==> src/rtl/riscv_fetch_pkg.sv <==
// Shared types and constants for the instruction-fetch front end.
// Fetch FSM states, the buffered {pc,instr} entry and PC alignment helpers.
package riscv_fetch_pkg;

  localparam int PC_W    = 32;
  localparam int INSTR_W = 32;

  localparam logic [PC_W-1:0] PC_ALIGN_MASK = {{(PC_W-2){1'b1}}, 2'b00};

  typedef enum logic [1:0] {
    S_REQ  = 2'd0,
    S_WAIT = 2'd1,
    S_DROP = 2'd2
  } fetch_state_t;

  typedef struct packed {
    logic [PC_W-1:0]    pc;
    logic [INSTR_W-1:0] instr;
  } if_entry_t;

  function automatic logic [PC_W-1:0] align_pc(input logic [PC_W-1:0] addr);
    return addr & PC_ALIGN_MASK;
  endfunction

endpackage

==> src/rtl/pc_fetch_stage_if.sv <==
// Bundle of next-PC mux, instruction-memory and decode handshake signals.
// master = fetch stage side, slave = surrounding pipeline / memory side.
interface pc_fetch_stage_if #(
  parameter int XLEN = 32
);
  logic [XLEN-1:0] next_pc;
  logic            redirect;
  logic [XLEN-1:0] pc_plus4;
  logic            imem_req;
  logic [XLEN-1:0] imem_addr;
  logic            imem_gnt;
  logic            imem_rvalid;
  logic [31:0]     imem_rdata;
  logic            if_valid;
  logic            if_ready;
  logic [XLEN-1:0] if_pc;
  logic [31:0]     if_instr;

  modport master (
    input  next_pc, redirect, imem_gnt, imem_rvalid, imem_rdata, if_ready,
    output pc_plus4, imem_req, imem_addr, if_valid, if_pc, if_instr
  );

  modport slave (
    output next_pc, redirect, imem_gnt, imem_rvalid, imem_rdata, if_ready,
    input  pc_plus4, imem_req, imem_addr, if_valid, if_pc, if_instr
  );

endinterface

==> src/rtl/fetch_buf_2e.sv <==
// Two-entry FIFO of fetched {pc,instr} pairs with flush; head is visible combinationally
// so a word pushed on one edge is offered to decode in the following cycle.
module fetch_buf_2e
  import riscv_fetch_pkg::*;
(
  input  logic      clk,
  input  logic      rst_n,
  input  logic      push,
  input  if_entry_t push_data,
  input  logic      pop,
  input  logic      flush,
  output logic [1:0] count,
  output if_entry_t head
);

  if_entry_t  entry_reg [2];
  logic       wr_ptr_reg;
  logic       rd_ptr_reg;
  logic [1:0] count_reg;
  logic       push_ok;
  logic       pop_ok;

  assign pop_ok  = pop && (count_reg != 2'd0);
  assign push_ok = push && ((count_reg != 2'd2) || pop_ok);

  generate
    for (genvar gi = 0; gi < 2; gi++) begin : g_entry
      always_ff @(posedge clk) begin
        if (push_ok && !flush && (wr_ptr_reg == 1'(gi))) begin
          entry_reg[gi] <= push_data;
        end
      end
    end
  endgenerate

  always_ff @(posedge clk or negedge rst_n) begin
    if (!rst_n) begin
      wr_ptr_reg <= 1'b0;
      rd_ptr_reg <= 1'b0;
      count_reg  <= 2'd0;
    end else if (flush) begin
      wr_ptr_reg <= 1'b0;
      rd_ptr_reg <= 1'b0;
      count_reg  <= 2'd0;
    end else begin
      if (push_ok) wr_ptr_reg <= ~wr_ptr_reg;
      if (pop_ok)  rd_ptr_reg <= ~rd_ptr_reg;
      case ({push_ok, pop_ok})
        2'b10:   count_reg <= count_reg + 2'd1;
        2'b01:   count_reg <= count_reg - 2'd1;
        default: count_reg <= count_reg;
      endcase
    end
  end

  assign count = count_reg;
  assign head  = entry_reg[rd_ptr_reg];

endmodule

==> src/rtl/pc_fetch_stage.sv <==
// Program counter plus req/gnt/rvalid fetch engine feeding a 2-entry buffer to decode.
// At most one fetch is outstanding; a redirect turns any in-flight fetch into a dropped one.
module pc_fetch_stage
  import riscv_fetch_pkg::*;
#(
  parameter int              XLEN     = PC_W,
  parameter logic [XLEN-1:0] RESET_PC = '0
) (
  input logic           clk,
  input logic           rst_n,
  pc_fetch_stage_if.master bus
);

  logic [XLEN-1:0] pc_reg;
  logic [XLEN-1:0] req_pc_reg;
  logic            started_reg;
  fetch_state_t    state_reg;
  fetch_state_t    state_next;

  logic [1:0]      q_count;
  if_entry_t       q_head;
  logic [XLEN-1:0] target_pc;
  logic            space;
  logic            gnt_ok;
  logic            push;
  logic            pop;

  assign target_pc = align_pc(bus.next_pc);

  // Outstanding fetch counts against capacity so its return always has a slot.
  assign space  = ({1'b0, q_count} + {2'b00, (state_reg == S_WAIT)}) < 3'd2;
  assign gnt_ok = bus.imem_req && bus.imem_gnt;
  assign push   = (state_reg == S_WAIT) && bus.imem_rvalid && !bus.redirect;
  assign pop    = bus.if_valid && bus.if_ready;

  always_comb begin
    state_next   = state_reg;
    bus.imem_req = 1'b0;
    case (state_reg)
      S_REQ: begin
        bus.imem_req = started_reg && space;
        if (gnt_ok) state_next = bus.redirect ? S_DROP : S_WAIT;
      end
      S_WAIT: begin
        if (bus.imem_rvalid)   state_next = S_REQ;
        else if (bus.redirect) state_next = S_DROP;
      end
      S_DROP: begin
        if (bus.imem_rvalid) state_next = S_REQ;
      end
      default: state_next = S_REQ;
    endcase
  end

  always_ff @(posedge clk or negedge rst_n) begin
    if (!rst_n) begin
      pc_reg      <= RESET_PC;
      req_pc_reg  <= RESET_PC;
      started_reg <= 1'b0;
      state_reg   <= S_REQ;
    end else begin
      started_reg <= 1'b1;
      state_reg   <= state_next;
      if (gnt_ok) req_pc_reg <= pc_reg;
      if (bus.redirect || gnt_ok) pc_reg <= target_pc;
    end
  end

  fetch_buf_2e u_buf (
    .clk       (clk),
    .rst_n     (rst_n),
    .push      (push),
    .push_data ('{pc: req_pc_reg, instr: bus.imem_rdata}),
    .pop       (pop),
    .flush     (bus.redirect),
    .count     (q_count),
    .head      (q_head)
  );

  assign bus.pc_plus4  = pc_reg + XLEN'(4);
  assign bus.imem_addr = pc_reg;
  assign bus.if_valid  = (q_count != 2'd0);
  assign bus.if_pc     = q_head.pc;
  assign bus.if_instr  = q_head.instr;

  // Memory must only return data while a fetch is in flight.
  rvalid_only_in_flight: assert property (
    @(posedge clk) disable iff (!rst_n) bus.imem_rvalid |-> (state_reg != S_REQ)
  );

endmodule

==> src/flat_wrapper.sv <==
// flat-port wrapper written by rule: the top's interface ports become plain ports
module pc_fetch_stage_flat import riscv_fetch_pkg::*;
#(
  parameter int              XLEN     = PC_W,
  parameter logic [XLEN-1:0] RESET_PC = '0
)
  (clk, rst_n, bus_next_pc, bus_redirect, bus_imem_gnt, bus_imem_rvalid, bus_imem_rdata, bus_if_ready, bus_pc_plus4, bus_imem_req, bus_imem_addr, bus_if_valid, bus_if_pc, bus_if_instr);
  pc_fetch_stage_if #(.XLEN(XLEN)) bus_i ();
  input logic clk;
  input logic rst_n;
  input wire logic [$bits(bus_i.next_pc)-1:0] bus_next_pc;
  input wire logic [$bits(bus_i.redirect)-1:0] bus_redirect;
  input wire logic [$bits(bus_i.imem_gnt)-1:0] bus_imem_gnt;
  input wire logic [$bits(bus_i.imem_rvalid)-1:0] bus_imem_rvalid;
  input wire logic [$bits(bus_i.imem_rdata)-1:0] bus_imem_rdata;
  input wire logic [$bits(bus_i.if_ready)-1:0] bus_if_ready;
  output wire logic [$bits(bus_i.pc_plus4)-1:0] bus_pc_plus4;
  output wire logic [$bits(bus_i.imem_req)-1:0] bus_imem_req;
  output wire logic [$bits(bus_i.imem_addr)-1:0] bus_imem_addr;
  output wire logic [$bits(bus_i.if_valid)-1:0] bus_if_valid;
  output wire logic [$bits(bus_i.if_pc)-1:0] bus_if_pc;
  output wire logic [$bits(bus_i.if_instr)-1:0] bus_if_instr;
  assign bus_i.next_pc = bus_next_pc;
  assign bus_i.redirect = bus_redirect;
  assign bus_i.imem_gnt = bus_imem_gnt;
  assign bus_i.imem_rvalid = bus_imem_rvalid;
  assign bus_i.imem_rdata = bus_imem_rdata;
  assign bus_i.if_ready = bus_if_ready;
  assign bus_pc_plus4 = bus_i.pc_plus4;
  assign bus_imem_req = bus_i.imem_req;
  assign bus_imem_addr = bus_i.imem_addr;
  assign bus_if_valid = bus_i.if_valid;
  assign bus_if_pc = bus_i.if_pc;
  assign bus_if_instr = bus_i.if_instr;
  pc_fetch_stage #(.XLEN(XLEN), .RESET_PC(RESET_PC)) u_core (.clk(clk), .rst_n(rst_n), .bus(bus_i));
endmodule
==> config.mk <==
export PLATFORM = sky130hd
export DESIGN_NAME = pc_fetch_stage_flat
export DESIGN_NICKNAME = d
export VERILOG_FILES = /design/src/rtl/riscv_fetch_pkg.sv /design/src/rtl/pc_fetch_stage_if.sv /design/src/rtl/fetch_buf_2e.sv /design/src/rtl/pc_fetch_stage.sv /design/src/flat_wrapper.sv
export SDC_FILE = /design/constraint.sdc
export NUM_CORES = 1
export LEC_CHECK = 0
export ABC_AREA = 1
export CAP_MARGIN = 5
export CORE_UTILIZATION = 45
export DETAILED_ROUTE_END_ITERATION = 12
export PLACE_DENSITY = 0.86
export REMOVE_ABC_BUFFERS = 1
export SLEW_MARGIN = 20
export SYNTH_ARGS = -nofsm -noshare
export SYNTH_HDL_FRONTEND = slang
export SYNTH_HIERARCHICAL = 1
export SYNTH_SLANG_ARGS = --single-unit
==> constraint.sdc <==
create_clock -name clk -period 4.49 [get_ports clk]
set_clock_uncertainty 0.1 [all_clocks]
set_input_delay 1.1225 -clock clk [delete_from_list [all_inputs] [get_ports clk]]
set_output_delay 1.1225 -clock clk [all_outputs]
set_load 0.005 [all_outputs]
==> results.sh <==
export IMPL_finalPower_mw=5.22
export IMPL_layout_nets=1068
export IMPL_period_needed_ps=3870
export IMPL_clk_pin_slew_ps=70
export IMPL_ir_drop_mv=0.312
export IMPL_ctsHoldBuffers=0
export IMPL_via_count=6150
export IMPL_drtPass1Iterations=5
export IMPL_fin_crit_sh_pct=86.3
export IMPL_core_area_um2=17500
export IMPL_rsz0062_at_grt="no"
export IMPL_cts_setup_buffers=0
export IMPL_numPortBuffers=193
export IMPL_start_util_pct=46.7
export IMPL_ys_warn_count=6
export IMPL_ys_ff_latch=195
export IMPL_vias_per_cell=4.98
export IMPL_die_area_um2=18700
export IMPL_status="completed"
export IMPL_syn_area_um2=8190
export IMPL_seq_area_frac_synth_pct=67.4
export IMPL_ios=200
export IMPL_p_seq_share_pct=46.5
export IMPL_syn_to_final_growth_pct=33.0
export IMPL_cts_sinks=195
export IMPL_clk_latency_ps=420
export IMPL_antenna_left=0
export IMPL_cts_resized=0
export IMPL_mostFrequentLayoutCell="nand2_1"
export IMPL_power_density_nw_per_um2=479
export IMPL_totalWireLength_mm=20.1
export IMPL_antenna_found_initial=0
export IMPL_layout_cells_non_filler=1235
export IMPL_sw_frac_of_total_pct=30.1
export IMPL_cp_start_kind="flop"
export IMPL_arrival_ps=2650
export IMPL_p_comb_share_pct=25.8
export IMPL_ff_latch_area_um2=5520
export IMPL_grt_pass1_wl_mm=30.2
export IMPL_drc=0
export IMPL_post_dp_cell_area_um2=10300
export IMPL_grt_pass1_vias=5714
export IMPL_std_cell_rows=48
export IMPL_diodes=0
export IMPL_cts_buffers=17
export IMPL_synth_distinct_cells=30
export IMPL_power_leakage_nw=4.45
export IMPL_die_w_um=137
export IMPL_final_hold_viol_count=0
export IMPL_setup_viol=0
export IMPL_worstMarginPinSlew_ps=878
export IMPL_clockRootBuffer="clkbuf_16"
export IMPL_hp_class="reg -> reg"
export IMPL_groute_usage_overall_pct=21.8
export IMPL_maxCapViolations=0
export IMPL_place_congestion=0.849
export IMPL_switchingPower_mw=1.57
export IMPL_critPathRequiredTime_ps=3270
export IMPL_fmax_mhz=258
export IMPL_path_class="reg -> out"
export IMPL_multi_input_area_um2=2370
export IMPL_avgSynthCellArea_um2=10.2
export IMPL_n_fill_cell=1404
export IMPL_slew_violations=0
export IMPL_die_h_um=137
export IMPL_largest_register_ffs=128
export IMPL_drtIter0Drc=492
export IMPL_syn_inst=802
export IMPL_final_area_um2=10900
export IMPL_overflow=0
export IMPL_grt_max_degree=68
export IMPL_clock_power_share_pct=27.7
export IMPL_max_slew_margin_rel_pct=41.5
export IMPL_ctsHtreeMaxLevel=4
export IMPL_placed_cells=1203
export IMPL_hold_slack_ps=370
export IMPL_avgRoutedWirePerCell_um=16.3
export IMPL_final_cell_mix="nand2_1, clkdlybuf4s50_1, edfxtp_1"
export IMPL_drive_above_1_share_pct=7.03
export IMPL_internal_power_mw=3.65
export IMPL_finalSetupTns_ps=0
export IMPL_cts_tree="done"
export IMPL_dp_hpwl_mm=13.9
export IMPL_cp_max_fo=5
export IMPL_endpoint_kind="output pin"
export IMPL_clk_path_buf_depth=2
[area by class of cell]
cell class / count / share of cell area, %
clock inverter: 13 / 1.15
inverter: 45 / 1.55
tap: 225 / 2.58
multi-input combinational: 538 / 21.7
sequential: 195 / 50.7
clock buffer: 19 / 3.97
timing repair buffer: 200 / 18.3
[per-stage QoR]
stage,setup slack (ps),util (%)
6_report,617,62.1
5_1_grt,525,62.1
2_1_floorplan,-531,-
3_3_place_gp,944,58.9
3_5_place_dp,879,58.9
4_1_cts,624,62.1
[path summary, 6_finish.rpt]
kind                                         start                            end  slack [ps]  depth (start not counted)
max                        u_core/bus.imem_addr[3]               bus_pc_plus4[16]         620                          6
min                          u_core/req_pc_reg[12]  u_core/u_buf/entry_reg[1][44]         370                          0
max reg2reg                    u_core/state_reg[1]  u_core/u_buf/entry_reg[0][48]        1990                          8
min reg2reg                  u_core/req_pc_reg[12]  u_core/u_buf/entry_reg[1][44]         370                          0
max in group asynchronous                    rst_n        u_core/u_buf/rd_ptr_reg        2950                          1
min in group asynchronous                    rst_n       u_core/bus.imem_addr[31]         710                          1
[Yosys cell counts, drive strengths merged]
| cell type | number | area (µm²) |
|---|---|---|
| edfxtp | 128 | 3840 |
| nand4 | 3 | 18.8 |
| dfrtp | 67 | 1680 |
| buf | 26 | 154 |
| o21ai | 64 | 324 |
| o22ai | 1 | 6.26 |
| nor2 | 53 | 256 |
| inv | 45 | 169 |
| or2 | 1 | 6.26 |
| clkbuf | 5 | 18.8 |
| ha | 1 | 12.5 |
| nand3 | 23 | 138 |
| o21a | 1 | 7.51 |
| a21oi | 1 | 5.00 |
| conb | 2 | 7.51 |
| nor4 | 1 | 6.26 |
| xor2 | 16 | 140 |
| nand2 | 362 | 1390 |
| nor3 | 2 | 10.0 |
[per-layer routing]
layer / part of all wire (%) / wire length, µm / vias up / global-route usage (%)
met3: 7.6 / 1540 / 19 / 5.11
met1: 43 / 8600 / 2932 / 28.3
met5: 0 / 0 / - / 0
li1: - / - / 2989 / -
met2: 48 / 9720 / 210 / 35.9
met4: 1.4 / 274 / 0 / 7.57
[cell families after synthesis]
logic type | synth area share [%]
XOR/XNOR | 1.71
other | 0.0917
AO/OA/AOI/OAI | 4.19
buffers and inverters | 4.17
flip-flops | 67.4
adder cells (fa/ha/maj) | 0.153
AND/OR/NAND/NOR | 22.3
[power by group through the flow]
stage	Clock, mW	Sequential, mW	Combinational (mW)
after CTS	1.48	2.43	1.36
final	1.45	2.43	1.35
after detailed placement	0	2.46	1.35
after global placement	0	2.45	1.31
after global routing	1.54	2.46	1.49
after floorplan	0	2.42	0.567
[worst max-delay path, stage by stage (launching register included)]
cell and delay [ps]:
dfrtp_1 470, ha_1 330, nand3_1 220, nor2_2 270
nand3_1 160, xor2_1 230, clkdlybuf4s50_1 540
(Power assumes the default switching activity.)
